[src/rtl/mem2_pkg.sv]
// mem2_pkg -- shared types for the second memory stage (mem2).
//
// Contents:
//   - ALU opcodes seen by mem2 (loads, LL/SC, stores)
//   - mem2_state_t     : load-response tracking FSM {IDLE, WAIT, HOLD, DROP}
//   - mem1_mem2_struct : registered result handed over by mem1
//   - mem2_wb_struct   : registered result handed to writeback
//   - mem2_data_forward_t : load-use forwarding bundle toward dispatch/EX
//
// Optional feature: `MEM2_DIFFTEST_EN adds debug_load_data to mem2_wb_struct.
package mem2_pkg;

    localparam int DATA_W = 32;

    // ALU opcodes relevant to the memory stages.
    localparam logic [7:0] ALUOP_NOP = 8'h00;
    localparam logic [7:0] LD_B      = 8'h10;
    localparam logic [7:0] LD_H      = 8'h11;
    localparam logic [7:0] LD_W      = 8'h12;
    localparam logic [7:0] LD_BU     = 8'h13;
    localparam logic [7:0] LD_HU     = 8'h14;
    localparam logic [7:0] LL        = 8'h15;
    localparam logic [7:0] ST_B      = 8'h18;
    localparam logic [7:0] ST_H      = 8'h19;
    localparam logic [7:0] ST_W      = 8'h1a;
    localparam logic [7:0] SC        = 8'h1b;

    typedef enum logic [1:0] {
        IDLE = 2'd0,
        WAIT = 2'd1,
        HOLD = 2'd2,
        DROP = 2'd3
    } mem2_state_t;

    typedef struct packed {
        logic        valid;
        logic [31:0] pc;
        logic [31:0] instr;
    } instr_info_t;

    typedef struct packed {
        logic        we;
        logic [13:0] addr;
        logic [31:0] wdata;
    } csr_signal_t;

    typedef struct packed {
        logic       en;
        logic [4:0] op;
    } cacop_t;

    typedef struct packed {
        instr_info_t       instr_info;
        logic              wreg;
        logic [4:0]        waddr;
        logic [DATA_W-1:0] wdata;
        logic [31:0]       mem_addr;
        logic [7:0]        aluop;
        logic              excp;
        logic [15:0]       excp_num;
        logic              refetch;
        csr_signal_t       csr_signal;
        cacop_t            cacop;
        logic [4:0]        tlb_signal;
        logic [63:0]       timer_64;
        logic [7:0]        inst_ld_en;
        logic [7:0]        inst_st_en;
        logic [31:0]       load_addr;
        logic [31:0]       store_addr;
        logic [31:0]       store_data;
    } mem1_mem2_struct;

    typedef struct packed {
        instr_info_t       instr_info;
        logic              wreg;
        logic [4:0]        waddr;
        logic [DATA_W-1:0] wdata;
        logic              excp;
        logic [15:0]       excp_num;
        logic              refetch;
        csr_signal_t       csr_signal;
        logic [7:0]        aluop;
        cacop_t            cacop;
        logic [4:0]        tlb_signal;
        logic [63:0]       timer_64;
        logic [7:0]        inst_ld_en;
        logic [7:0]        inst_st_en;
        logic [31:0]       load_addr;
        logic [31:0]       store_addr;
        logic [31:0]       store_data;
`ifdef MEM2_DIFFTEST_EN
        logic [DATA_W-1:0] debug_load_data;
`endif
    } mem2_wb_struct;

    typedef struct packed {
        logic              wait_data;
        logic              wreg;
        logic [4:0]        waddr;
        logic [DATA_W-1:0] wdata;
    } mem2_data_forward_t;

    function automatic logic is_load_op(input logic [7:0] op);
        return (op == LD_B) || (op == LD_BU) || (op == LD_H) ||
               (op == LD_HU) || (op == LD_W) || (op == LL);
    endfunction

endpackage

[src/rtl/mem2_load_extract.sv]
// mem2_load_extract -- combinational load data alignment and extension.
//
// Ports:
//   aluop  in  [7:0]            load opcode (non-load opcodes return word)
//   offset in  [1:0]            mem_addr[1:0] of the access
//   word   in  [DATA_WIDTH-1:0] aligned word read from the cache
//   result out [DATA_WIDTH-1:0] extracted, sign/zero-extended value
module mem2_load_extract
    import mem2_pkg::*;
#(
    parameter int DATA_WIDTH = DATA_W
) (
    input  logic [7:0]            aluop,
    input  logic [1:0]            offset,
    input  logic [DATA_WIDTH-1:0] word,
    output logic [DATA_WIDTH-1:0] result
);

    logic [7:0]  byte_sel;
    logic [15:0] half_sel;

    always_comb begin
        // NOTE: every output of this block gets a default first so no path leaves it unassigned (no latch).
        result   = word;
        byte_sel = word[{offset, 3'b000} +: 8];
        // A half access with offset[0] set is misaligned; it is raised as ALE
        // upstream and never reaches here, but fall back to offset 0 anyway.
        half_sel = offset[0] ? word[15:0] : word[{offset[1], 4'b0000} +: 16];

        case (aluop)
            LD_B:    result = {{(DATA_WIDTH-8){byte_sel[7]}}, byte_sel};
            LD_BU:   result = {{(DATA_WIDTH-8){1'b0}}, byte_sel};
            LD_H:    result = {{(DATA_WIDTH-16){half_sel[15]}}, half_sel};
            LD_HU:   result = {{(DATA_WIDTH-16){1'b0}}, half_sel};
            default: result = word;
        endcase
    end

endmodule

[src/rtl/mem2.sv]
// mem2 -- second memory stage: waits for the data cache read response of
// loads, extracts the addressed byte/half/word and registers the result
// toward writeback. Drives load-use forwarding and a global stall request.
//
// Ports:
//   clk                 in   pipeline clock
//   rst                 in   synchronous reset, active-high
//   stall               in   downstream hold; signal_o_buffer keeps its value
//   flush               in   pipeline flush; signal_o_buffer cleared
//   signal_i            in   mem1_mem2_struct, registered mem1 result
//   cache_data_ok       in   one-cycle pulse, cache_rdata valid this cycle
//   cache_rdata         in   aligned word read from the cache
//   signal_o_buffer     out  mem2_wb_struct, registered result to writeback
//   mem_data_forward_o  out  {wait_data, wreg, waddr, wdata} to dispatch/EX
//   stallreq            out  stall request while load data is outstanding
//
// Build option: define MEM2_DIFFTEST_EN to copy the difftest fields
// (inst_ld_en, inst_st_en, load_addr, store_addr, store_data) and the
// extracted load value (debug_load_data) into signal_o_buffer. Without it the
// difftest fields are zero and debug_load_data does not exist.
module mem2
    import mem2_pkg::*;
#(
    parameter int DATA_WIDTH = DATA_W
) (
    input  logic                  clk,
    input  logic                  rst,
    input  logic                  stall,
    input  logic                  flush,
    input  mem1_mem2_struct       signal_i,
    input  logic                  cache_data_ok,
    input  logic [DATA_WIDTH-1:0] cache_rdata,
    output mem2_wb_struct         signal_o_buffer,
    output mem2_data_forward_t    mem_data_forward_o,
    output logic                  stallreq
);

    mem2_state_t           state;
    logic [DATA_WIDTH-1:0] rdata_buf;
    logic                  buf_valid;

    logic                  is_load;
    logic                  wait_cond;
    logic [DATA_WIDTH-1:0] load_word;
    logic [DATA_WIDTH-1:0] load_value;
    mem2_wb_struct         result;
    logic                  unused_bits;

    assign is_load = signal_i.instr_info.valid && !signal_i.excp &&
                     is_load_op(signal_i.aluop);

    // Load result not yet available this cycle.
    assign wait_cond = ((state == WAIT) && !cache_data_ok) ||
                       ((state == IDLE) && is_load && !cache_data_ok) ||
                       (state == DROP);

    // A buffered response (HOLD) takes precedence over the live cache bus.
    assign load_word = buf_valid ? rdata_buf : cache_rdata;

    mem2_load_extract #(
        .DATA_WIDTH(DATA_WIDTH)
    ) u_extract (
        .aluop (signal_i.aluop),
        .offset(signal_i.mem_addr[1:0]),
        .word  (load_word),
        .result(load_value)
    );

    always_comb begin
        result            = '0;
        result.instr_info = signal_i.instr_info;
        result.wreg       = signal_i.wreg && !signal_i.excp;
        result.waddr      = signal_i.waddr;
        result.wdata      = is_load ? load_value : signal_i.wdata;
        result.excp       = signal_i.excp;
        result.excp_num   = signal_i.excp_num;
        result.refetch    = signal_i.refetch;
        result.csr_signal = signal_i.csr_signal;
        result.aluop      = signal_i.aluop;
        result.cacop      = signal_i.cacop;
        result.tlb_signal = signal_i.tlb_signal;
        result.timer_64   = signal_i.timer_64;
`ifdef MEM2_DIFFTEST_EN
        result.inst_ld_en      = signal_i.inst_ld_en;
        result.inst_st_en      = signal_i.inst_st_en;
        result.load_addr       = signal_i.load_addr;
        result.store_addr      = signal_i.store_addr;
        result.store_data      = signal_i.store_data;
        result.debug_load_data = load_value;
`endif
    end

    always_comb begin
        mem_data_forward_o = '0;
        stallreq           = 1'b0;
        if (!rst) begin
            mem_data_forward_o.wait_data = wait_cond;
            mem_data_forward_o.wreg      = result.wreg;
            mem_data_forward_o.waddr     = result.waddr;
            mem_data_forward_o.wdata     = result.wdata;
            stallreq                     = wait_cond;
        end
    end

    // Upper address bits and (in the default build) the difftest inputs
    // are intentionally not consumed here.
    assign unused_bits = ^{signal_i.mem_addr[31:2], signal_i.inst_ld_en,
                           signal_i.inst_st_en, signal_i.load_addr,
                           signal_i.store_addr, signal_i.store_data};

    // NOTE: sequential state is written with non-blocking assignments only, so every register samples pre-edge values.
    always_ff @(posedge clk) begin
        if (rst) begin
            state           <= IDLE;
            rdata_buf       <= '0;
            buf_valid       <= 1'b0;
            signal_o_buffer <= '0;
        end else begin
            // A load still waiting for data advances a bubble rather than
            // a half-formed result.
            if (flush) begin
                signal_o_buffer <= '0;
            end else if (!stall) begin
                signal_o_buffer <= wait_cond ? '0 : result;
            end

            unique case (state)
                IDLE: begin
                    if (flush) begin
                        buf_valid <= 1'b0;
                    end else if (is_load && !cache_data_ok) begin
                        state <= WAIT;
                    end else if (is_load && cache_data_ok && stall) begin
                        rdata_buf <= cache_rdata;
                        buf_valid <= 1'b1;
                        state     <= HOLD;
                    end
                end
                WAIT: begin
                    if (flush) begin
                        // A response arriving with the flush is consumed and
                        // discarded; otherwise the next one is stale.
                        state <= cache_data_ok ? IDLE : DROP;
                    end else if (cache_data_ok) begin
                        rdata_buf <= cache_rdata;
                        if (stall) begin
                            buf_valid <= 1'b1;
                            state     <= HOLD;
                        end else begin
                            state <= IDLE;
                        end
                    end
                end
                HOLD: begin
                    if (flush || !stall) begin
                        buf_valid <= 1'b0;
                        state     <= IDLE;
                    end
                end
                DROP: begin
                    if (cache_data_ok) begin
                        state <= IDLE;
                    end
                end
            endcase
        end
    end

endmodule

[config.mk]
export PLATFORM = sky130hd
export DESIGN_NAME = mem2
export DESIGN_NICKNAME = d
export VERILOG_FILES = /design/src/rtl/mem2_pkg.sv /design/src/rtl/mem2_load_extract.sv /design/src/rtl/mem2.sv
export SDC_FILE = /design/constraint.sdc
export NUM_CORES = 1
export LEC_CHECK = 0
export ABC_AREA = 0
export BUFFER_PORTS_ARGS = -buffer_cell sky130_fd_sc_hd__buf_2
export CAP_MARGIN = 10
export CORE_AREA = 2 2 324 326
export DETAILED_ROUTE_END_ITERATION = 10
export DIE_AREA = 0 0 326 328
export SETUP_SLACK_MARGIN = 0.5
export SLEW_MARGIN = 25
export SYNTH_ARGS = -nofsm -noshare
export SYNTH_HDL_FRONTEND = slang
export SYNTH_SLANG_ARGS = --single-unit
[constraint.sdc]
create_clock -name clk -period 2 [get_ports clk]
set_input_delay 0.1 -clock clk [delete_from_list [all_inputs] [get_ports clk]]
set_output_delay 0.1 -clock clk [all_outputs]
set_load 0.1 [all_outputs]
==> metrics.csv, run 1 <==
stage,metric,value,unit
cts,worst-skew pair later-pin latency,590,ps
critical_path,slowest CP cell,dfxtp_4,
layout,Nets,2929,
layout,Finished Cell Area,0.0270,sq mm
timing,RSZ-0062 raised after global routing,yes,
cts,TritonCTS clock tree,yes,
timing,Clock Skew,20.9,ps
placement,Cells after DPL,3458,
timing,setup tns final,-19480,ps
cts,TritonCTS Buffers,38,
timing,final count of hold timing violations,0,
critical_path,CP Data Arrival Time,2550,ps
drt,Initial DRC Count,758,
timing,final worst slack,-655,ps
grt,global-route wire length before repair,100,mm
critical_path,worst setup path start,buf_valid,
cts,Root Buffer,clkbuf_16,
cts,H-tree levels,2,
drt,wire length per cell,18.2,microns
layout,synthesis-to-finish area growth,107,%
timing,Final setup viols,50,
critical_path,"Req. time, crit path",1900,ps
synthesis,post-synthesis cell count,1426,
floorplan,CORE AREA,0.103,sq mm
drt,First-pass DRT Iterations,5,
critical_path,Startpoint Class,register,
drt,DRT Wirelength,71.2,mm
synthesis,"Seq/Total Area, Yosys",43.9,%
placement,DPL Wire Length,48.1,mm
layout,layout cells sized above 1,52.6,%
synthesis,Synth Flop Type,dfxtp_1,
layout,Final Non-Filler Cells,3901,
synthesis,yosys warns,0,
timing,final worst path period need,2650,ps
floorplan,Die X-Extent,326,microns
placement,DP Area,0.0205,sq mm
cts,CTS Buffer Depth,3,
synthesis,Yosys top cell area share,43.9,%
run,MaxCap Viol Count,0,
grt,vias in the first global route,15600,
synthesis,top post-synthesis cells by area,"dfxtp_1, a22oi_1, nor2_1",
critical_path,Buf/Inv on CP,5,
floorplan,num rows,118,
power,Lkg Pwr,11.4,nW
timing,crit share post-route,133,%
critical_path,crit path max fanout,8,
grt,initial antenna violation count,8,
critical_path,Worst path max stage delay,370,ps
drt,DRC Markers,0,
synthesis,Synth top cells by count,"nor2_1, dfxtp_1, a22oi_1",
synthesis,Post-synth EDFFs,0,
cts,clock-pin slew on the worst setup and hold paths,60,ps
timing,Slew HR,37.2,%
synthesis,area of the mapped netlist,0.0130,sq mm
cts,Sink Count,286,
grt,Total GRT Usage,12.5,%
floorplan,io pins,835,
grt,Congestion Overflow GR,0,
power,Power per Cell Area,690,mW/mm^2
synthesis,"count leader, synth",nor2_1,
timing,Worst-Margin Slew,939,ps
power,worst ir drop on vdd,579,uV
placement,GP Congestion,0.835,
critical_path,critical path's top delay family,buffers and inverters,
synthesis,largest area contributor in the netlist,dfxtp_1,
drt,vias,15500,
timing,Peak Freq,377,MHz
critical_path,most frequent CP cell,buf_12,
layout,fillcell total,10600,
run_status,violated checks,setup timing,
placement,Port-buffer cells,580,
synthesis,Synth async-reset ratio,0,%
layout,end-of-flow core utilization,26.1,%
grt,largest net degree at the start of global routing,63,
min_path,hold path start,signal_i[295],
critical_path,crit path cell chain,buf_12 -> nor2b_4 -> a22oi_2 -> and3_4 -> buf_6 -> o211ai_4 -> buf_12 -> buf_16 -> o21ai_4 -> buf_12,
critical_path,reg2reg start,buf_valid,
run_status,status,finished with violations,
drt,Routed Antenna Nets,0,
min_path,HP Class,in -> reg,
timing,Hold WS,31.1,ps
synthesis,synth unique cells,65,
timing,Final Max Tran Viols,0,
floorplan,die extent in y,328,microns
floorplan,Die Footprint,0.107,sq mm
drt,drt via density,3.96,
critical_path,"Worst Path Class, Setup",reg -> out,
floorplan,Starting Density,12.6,%
critical_path,crit end category,output port,
synthesis,"flops & latches, synth",286,
synthesis,syn avg cell area,9.14,sq um
[worst register-to-register path, delay by kind of cell, from the launching register on]
kind / cells / cell delay (ps)
buffers and inverters: 3 / 500
AND/OR/NAND/NOR: 1 / 70
flip-flops: 1 / 390
multiplexers: 2 / 660
AO/OA/AOI/OAI: 2 / 430
[where the power goes]
group	leakage, nW	total [mW]	switching [mW]	internal, mW
Clock	0.561	6.67	2.92	3.76
Combinational	8.52	5.94	3.98	1.96
Sequential	2.33	6.00	0.133	5.86
[final cells by class]
cell class | instances | area [sq um] | share of cell area, %
multi-input combinational | 1003 | 8490 | 31.5
antenna | 1 | 2.50 | 0.00928
clock inverter | 12 | 156 | 0.580
timing repair buffer | 1151 | 9780 | 36.3
sequential | 286 | 5740 | 21.3
inverter | 12 | 52.6 | 0.195
clock buffer | 56 | 1030 | 3.81
tap | 1380 | 1730 | 6.40
[layer usage]
layer | global-route usage [%] | share of wire, % | up-vias
li1 | - | - | 7073
met1 | 15.0 | 41 | 7463
met2 | 20.0 | 45 | 757
met3 | 4.40 | 9.1 | 156
met4 | 5.50 | 4.1 | 6
met5 | 0 | 0.055 | -
[stage by stage]
stage / worst slack, ps / total power [mW]
finish: -655 / 18.6
global route: -754 / 19.3
CTS: -716 / 18.7
detailed placement: -318 / 11.0
global placement: -347 / 11.0
floorplan: -311 / 9.81
[placed cells by master (no fill, tap or decap), types with 20 or more instances in the layout]
cell,netlist,final
buf_16,0,25
nor2_1,291,284
buf_12,1,78
conb_1,1,112
nand2_1,47,41
nor2b_1,25,21
dfxtp_1,286,280
buf_2,34,545
buf_8,0,20
clkbuf_16,0,40
mux2i_1,40,37
a22oi_2,0,219
buf_4,118,165
buf_6,1,37
dlygate4sd3_1,0,279
[flip-flops by register name, indices dropped and copies added (netlist names)]
name             count
rdata_buf           32
signal_o_buffer    251
state                2
buf_valid            1
[cells by family (layout without fill, tap and decap cells)]
logic type / Yosys count / after routing / synth area share [%]
flip-flops: 286 / 286 / 43.9
AND/OR/NAND/NOR: 421 / 421 / 14.0
other: 1 / 113 / 0.0288
AO/OA/AOI/OAI: 378 / 378 / 21.4
buffers and inverters: 248 / 1231 / 11.1
adder cells (fa/ha/maj): 5 / 5 / 0.480
XOR/XNOR: 1 / 1 / 0.0672
multiplexers: 86 / 86 / 9.04
[final timing paths]
kind,endpoint,slack [ps],cells past startpoint
max reg2reg,signal_o_buffer[266],-180,8
max,mem_data_forward_o[31],-650,10
min reg2reg,signal_o_buffer[265],480,2
min,signal_o_buffer[263],30,4
[repair_timing]
action,CTS,global route
gates resized for setup,233,57
cloned,21,2
setup endpoints to repair,552,569
hold buffers,279,0
hold endpoints to repair,279,0
buffers inserted,57,15
pin swaps,256,84
Power figures use the tool's default switching activity.
==> run 2, diff against run 1 <==
--- a/config.mk
+++ b/config.mk
@@ -11,6 +11,7 @@
 export CORE_AREA = 2 2 324 326
 export DETAILED_ROUTE_END_ITERATION = 10
 export DIE_AREA = 0 0 326 328
+export PLACE_DENSITY = 0.3
 export SETUP_SLACK_MARGIN = 0.5
 export SLEW_MARGIN = 25
 export SYNTH_ARGS = -nofsm -noshare
==> metrics.csv, run 2 (synthesis gave the netlist of run 1 again) <==
stage,metric,value,unit,change
grt,Total GRT Usage,13.3,%,was 12.5%
grt,GR Layer Usage met1,17.1,%,was 15.0%
timing,Slew HR,28.2,%,was 37.2%
layout,Nets,2985,,was 2929
critical_path,"Req. time, crit path",1900,ps,about the same
grt,met3 usage,3.53,%,was 4.40%
critical_path,Worst path max stage delay,360,ps,was 370 ps
critical_path,most frequent CP cell,buf_4,,was buf_12
run_status,violated checks,setup timing,,unchanged
layout,max reg flops,251,,unchanged
critical_path,crit end category,output port,,unchanged
drt,DRC Markers,0,,unchanged
power,Power per Cell Area,714,mW/mm^2,was 690 mW/mm^2
grt,met2 Use GR,22.0,%,was 20.0%
floorplan,io pins,835,,unchanged
layout,Finished Cell Area,0.0277,sq mm,was 0.0270 sq mm
timing,Clock Skew,24.3,ps,was 20.9 ps
timing,Final setup viols,109,,was 50
timing,Hold WS,48.3,ps,was 31.1 ps
cts,TritonCTS clock tree,yes,,unchanged
grt,Congestion Overflow GR,0,,unchanged
timing,Worst-Margin Slew,1080,ps,was 939 ps
critical_path,critical path's top delay family,buffers and inverters,,unchanged
critical_path,worst setup path start,buf_valid,,unchanged
grt,vias in the first global route,15700,,was 15600
cts,TritonCTS Buffers,41,,was 38
power,Lkg Pwr,11.9,nW,was 11.4 nW
floorplan,die extent in y,328,microns,unchanged
timing,crit share post-route,134,%,was 133%
drt,drt via density,3.84,,was 3.96
critical_path,CP Data Arrival Time,2570,ps,was 2550 ps
floorplan,num rows,118,,unchanged
cts,clock-pin slew on the worst setup and hold paths,70,ps,was 60 ps
run_status,status,finished with violations,,unchanged
timing,final worst path period need,2670,ps,was 2650 ps
placement,Port-buffer cells,580,,unchanged
drt,wire length per cell,19.2,microns,was 18.2 microns
floorplan,Die X-Extent,326,microns,unchanged
critical_path,"Worst Path Class, Setup",reg -> out,,unchanged
cts,Sink Count,286,,unchanged
timing,final count of hold timing violations,0,,unchanged
layout,synthesis-to-finish area growth,113,%,was 107%
drt,DRT Wirelength,75.9,mm,was 71.2 mm
critical_path,Startpoint Class,register,,unchanged
run,MaxCap Viol Count,0,,unchanged
drt,Initial DRC Count,569,,was 758
drt,Routed Antenna Nets,0,,unchanged
grt,initial antenna violation count,3,,was 8
layout,"commonest non-fill, non-tap cells in the layout","buf_2, nor2_1, dlygate4sd3_1, dfxtp_1, a22oi_2",,"was buf_2, nor2_1, dfxtp_1, dlygate4sd3_1, a22oi_2"
critical_path,crit path max fanout,9,,was 8
layout,Biggest register,signal_o_buffer,,unchanged
floorplan,CORE AREA,0.103,sq mm,unchanged
drt,vias,15200,,was 15500
drt,First-pass DRT Iterations,4,,was 5
timing,RSZ-0062 raised after global routing,yes,,unchanged
timing,Final Max Tran Viols,0,,unchanged
min_path,hold path start,signal_i[292],,was signal_i[295]
layout,top flop regs,"signal_o_buffer: 251 flops, rdata_buf: 32 flops, state: 2 flops",,unchanged
layout,layout cells sized above 1,54.2,%,was 52.6%
min_path,HP Class,in -> reg,,unchanged
placement,DPL Wire Length,54.4,mm,was 48.1 mm
placement,DP Area,0.0207,sq mm,was 0.0205 sq mm
grt,global-route wire length before repair,106,mm,was 100 mm
grt,most used routing layer,met2,,unchanged
timing,final worst slack,-671,ps,was -655 ps
cts,CTS Buffer Depth,3,,unchanged
placement,GP Congestion,0.805,,was 0.835
cts,H-tree levels,2,,unchanged
floorplan,Die Footprint,0.107,sq mm,unchanged
cts,worst-skew pair later-pin latency,590,ps,about the same
critical_path,Buf/Inv on CP,5,,unchanged
layout,"most common cell after layout, fill and taps aside",buf_2,,unchanged
critical_path,slowest CP cell,dfxtp_4,,unchanged
floorplan,Starting Density,12.6,%,unchanged
grt,largest net degree at the start of global routing,83,,was 63
critical_path,r2r setup slk,-180,ps,about the same
critical_path,reg2reg start,buf_valid,,unchanged
cts,Root Buffer,clkbuf_16,,unchanged
power,worst ir drop on vdd,480,uV,was 579 uV
timing,Peak Freq,374,MHz,was 377 MHz
critical_path,crit path cell chain,buf_6 -> nor2b_1 -> a22oi_2 -> and3_4 -> buf_4 -> buf_4 -> o21ai_0 -> buf_4 -> a21oi_4 -> buf_12,,was buf_12 -> nor2b_4 -> a22oi_2 -> and3_4 -> buf_6 -> o211ai_4 -> buf_12 -> buf_16 -> o21ai_4 -> buf_12
## run 2: worst register-to-register path, delay by kind of cell, from the launching register on
family,cells,cell delay [ps]
AND/OR/NAND/NOR,1,30
flip-flops,1,380
buffers and inverters,5,590
AO/OA/AOI/OAI,2,480
multiplexers,2,580
## run 2: worst paths after layout
kind,endpoint,cells after the start
max reg2reg,signal_o_buffer[263],10
min,signal_o_buffer[260],4
max,mem_data_forward_o[12],10
min reg2reg,signal_o_buffer[272],2
## run 2: timing repair
| item | in CTS | in global routing |
|---|---|---|
| pin swaps | 210 | 107 |
| buffers inserted | 76 | 21 |
| hold buffers | 278 | 0 |
| endpoints found under the hold margin | 280 | 0 |
| cloned | 16 | 4 |
| gates resized for setup | 249 | 85 |
| endpoints found under the setup margin | 562 | 570 |
## run 2: metrics by stage
step	TNS [ps]	util (%)	setup slack [ps]	cells	total power [mW]
after floorplan	-7140	-	-311	1537	9.81
after global placement	-16530	20.0	-567	3490	11.0
after detailed placement	-22600	20.0	-617	3490	11.0
after CTS	-24350	26.2	-715	3935	20.1
after global routing	-35000	26.9	-768	3960	20.6
final	-23130	26.9	-671	3961	19.8
## run 2: report_power, final
part / total [mW] / leakage, nW / switching (mW) / internal [mW]
Clock: 7.84 / 0.701 / 3.05 / 4.78
Sequential: 5.99 / 2.33 / 0.123 / 5.86
Combinational: 5.99 / 8.84 / 3.98 / 2.01
## run 2: cell type report
class,instances,area [sq um]
fill,11000,75500
timing repair buffer,1204,10300
multi-input combinational,1003,8510
sequential,286,5740
tap,1380,1730
clock buffer,55,1180
clock inverter,20,244
inverter,12,52.6
antenna,1,2.50
## run 2: per-layer routing
metal	up-vias	part of all wire [%]
met5	-	0.033
met4	4	2.3
met3	94	5.9
met2	502	48
met1	7403	44
li1	7203	-
==> run 3, diff against run 2 <==
--- a/config.mk
+++ b/config.mk
@@ -8,9 +8,10 @@
 export ABC_AREA = 0
 export BUFFER_PORTS_ARGS = -buffer_cell sky130_fd_sc_hd__buf_2
 export CAP_MARGIN = 10
-export CORE_AREA = 2 2 324 326
+export CORE_AREA = 2 2 326 328
+export CTS_CLUSTER_DIAMETER = 200
 export DETAILED_ROUTE_END_ITERATION = 10
-export DIE_AREA = 0 0 326 328
+export DIE_AREA = 0 0 328 330
 export PLACE_DENSITY = 0.3
 export SETUP_SLACK_MARGIN = 0.5
 export SLEW_MARGIN = 25
==> constraint.sdc (replaced) <==
create_clock -name clk -period 3.19 [get_ports clk]
set_input_delay 0.1595 -clock clk [delete_from_list [all_inputs] [get_ports clk]]
set_output_delay 0.1595 -clock clk [all_outputs]
set_load 0.1 [all_outputs]
==> metrics.csv, run 3 (synthesis gave the netlist of run 1 again) <==
stage,metric,value,unit,change
floorplan,Starting Density,12.4,%,was 12.6%
drt,First-pass DRT Iterations,5,,was 4
placement,DP Area,0.0180,sq mm,was 0.0207 sq mm
layout,Final Non-Filler Cells,3718,,was 3961
power,Power per Cell Area,505,mW/mm^2,was 714 mW/mm^2
placement,DPL Wire Length,54.8,mm,was 54.4 mm
cts,Sink Count,286,,unchanged
power,total power,11.5,mW,was 19.8 mW
critical_path,Startpoint Class,register,,unchanged
layout,"commonest non-fill, non-tap cells in the layout","buf_2, nor2_1, dfxtp_1, dlygate4sd3_1, a22oi_1",,"was buf_2, nor2_1, dlygate4sd3_1, dfxtp_1, a22oi_2"
grt,initial antenna violation count,5,,was 3
floorplan,num rows,119,,was 118
cts,CTS Buffer Depth,3,,unchanged
placement,Port-buffer cells,580,,unchanged
layout,max reg flops,251,,unchanged
floorplan,Die Footprint,0.108,sq mm,was 0.107 sq mm
timing,Final Max Tran Viols,0,,unchanged
timing,final count of hold timing violations,0,,unchanged
placement,GP Congestion,0.785,,was 0.805
layout,synthesis-to-finish area growth,75.5,%,was 113%
placement,Cells after DPL,3337,,was 3490
floorplan,Die X-Extent,328,microns,was 326 microns
grt,met3 usage,4.92,%,was 3.53%
cts,TritonCTS Buffers,41,,unchanged
timing,Hold WS,71.2,ps,was 48.3 ps
drt,wire length per cell,19.6,microns,was 19.2 microns
cts,clock-pin slew on the worst setup and hold paths,60,ps,was 70 ps
grt,Congestion Overflow GR,0,,unchanged
timing,Clock Skew,27.4,ps,was 24.3 ps
floorplan,CORE AREA,0.105,sq mm,was 0.103 sq mm
timing,Worst-Margin Slew,1040,ps,was 1080 ps
layout,Nets,2729,,was 2985
drt,vias,14100,,was 15200
grt,most used routing layer,met2,,unchanged
drt,DRT Wirelength,73.0,mm,was 75.9 mm
layout,top flop regs,"signal_o_buffer: 251 flops, rdata_buf: 32 flops, state: 2 flops",,unchanged
cts,worst-skew pair later-pin latency,590,ps,about the same
critical_path,crit path max fanout,13,,was 9
drt,Initial DRC Count,590,,was 569
timing,Peak Freq,365,MHz,
run_status,status,"finished, final reports clean",,was finished with violations
timing,Final setup viols,0,,was 109
drt,drt via density,3.80,,was 3.84
min_path,HP Class,in -> reg,,unchanged
run,MaxCap Viol Count,0,,unchanged
cts,H-tree levels,2,,unchanged
grt,GR Layer Usage met1,14.4,%,was 17.1%
grt,global-route wire length before repair,101,mm,was 106 mm
drt,DRC Markers,0,,unchanged
timing,Slew HR,30.8,%,was 28.2%
layout,Finished Cell Area,0.0229,sq mm,was 0.0277 sq mm
timing,RSZ-0062 raised after global routing,yes,,unchanged
layout,layout cells sized above 1,36.3,%,was 54.2%
cts,Root Buffer,clkbuf_16,,unchanged
critical_path,"Req. time, crit path",3030,ps,was 1900 ps
timing,final worst path period need,2740,ps,
power,Lkg Pwr,9.91,nW,was 11.9 nW
critical_path,CP Data Arrival Time,2580,ps,was 2570 ps
power,worst ir drop on vdd,290,uV,was 480 uV
layout,"most common cell after layout, fill and taps aside",buf_2,,unchanged
grt,met2 Use GR,22.0,%,about the same
grt,largest net degree at the start of global routing,149,,was 83
cts,TritonCTS clock tree,yes,,unchanged
grt,vias in the first global route,14600,,was 15700
drt,Routed Antenna Nets,0,,unchanged
grt,Total GRT Usage,12.8,%,was 13.3%
critical_path,crit end category,output port,,unchanged
floorplan,die extent in y,330,microns,was 328 microns
critical_path,"Worst Path Class, Setup",reg -> out,,unchanged
floorplan,io pins,835,,unchanged
layout,end-of-flow core utilization,21.8,%,was 26.9%
layout,fillcell total,11500,,was 11000
timing,crit share post-route,85.8,%,
layout,Biggest register,signal_o_buffer,,unchanged
==> run 3: changes by cell type in the layout (fill, tap and decap cells not counted), moves of 14 or more <==
cell,before,now
a22oi_1,20,234
a22oi_2,215,1
buf_12,84,48
buf_16,19,1
buf_4,185,62
buf_6,69,7
buf_8,22,2
o22ai_1,2,16
==> run 3: final cells by class <==
| type | count | area (sq um) | area share (%) |
|---|---|---|---|
| Multi-Input combinational cell | 1003 | 6870 | 30.0 |
| Clock buffer | 64 | 1210 | 5.31 |
| Sequential cell | 286 | 5730 | 25.1 |
| Tap cell | 1391 | 1740 | 7.61 |
| Timing Repair Buffer | 948 | 7140 | 31.2 |
| Clock inverter | 10 | 121 | 0.531 |
| Antenna cell | 4 | 10.0 | 0.0438 |
| Inverter | 12 | 45.0 | 0.197 |
==> run 3: critical path, stage by stage (launching register included) <==
cell and delay (ps):
dfxtp_4 370, buf_12 160, nor2b_1 140, a22oi_2 250, and3_4 290, o211ai_4 100
buf_12 160, buf_16 160, o21ai_4 170, buf_12 190
==> run 3: metrics by stage <==
stage	setup slack (ps)	setup TNS [ps]
2_1_floorplan	-77.7	-451
3_3_place_gp	-142	-142
3_5_place_dp	80.0	0
4_1_cts	354	0
5_1_grt	320	0
6_report	452	0
==> run 3: worst paths after layout <==
check | startpoint | to | slack (ps) | cells after the start
worst max-delay path | buf_valid | mem_data_forward_o[25] | 450 | 9
worst min-delay path | signal_i[295] | signal_o_buffer[263] | 70 | 4
worst max register to register | state[1] | signal_o_buffer[297] | 760 | 9
worst min register to register | signal_o_buffer[261] | signal_o_buffer[261] | 460 | 2
==> run 3: timing repair <==
item,4_1_cts,5_1_grt
pin swaps,8,25
buffers inserted,12,8
cloned,1,1
hold endpoints to repair,276,0
hold buffers,281,0
resized for setup,71,27
setup endpoints to repair,32,34
==> run 3: routing by layer <==
layer	up-vias	wire, microns
li1	6667	-
met1	6793	28500
met4	2	2420
met5	-	13
met3	83	6610
met2	571	35400
==> run 3: report_power, final <==
part           switching [mW]  leakage [nW]  internal, mW
clock                    1.89         0.651          2.77
combinational            2.29          6.94         0.844
sequential             0.0622          2.33          3.68
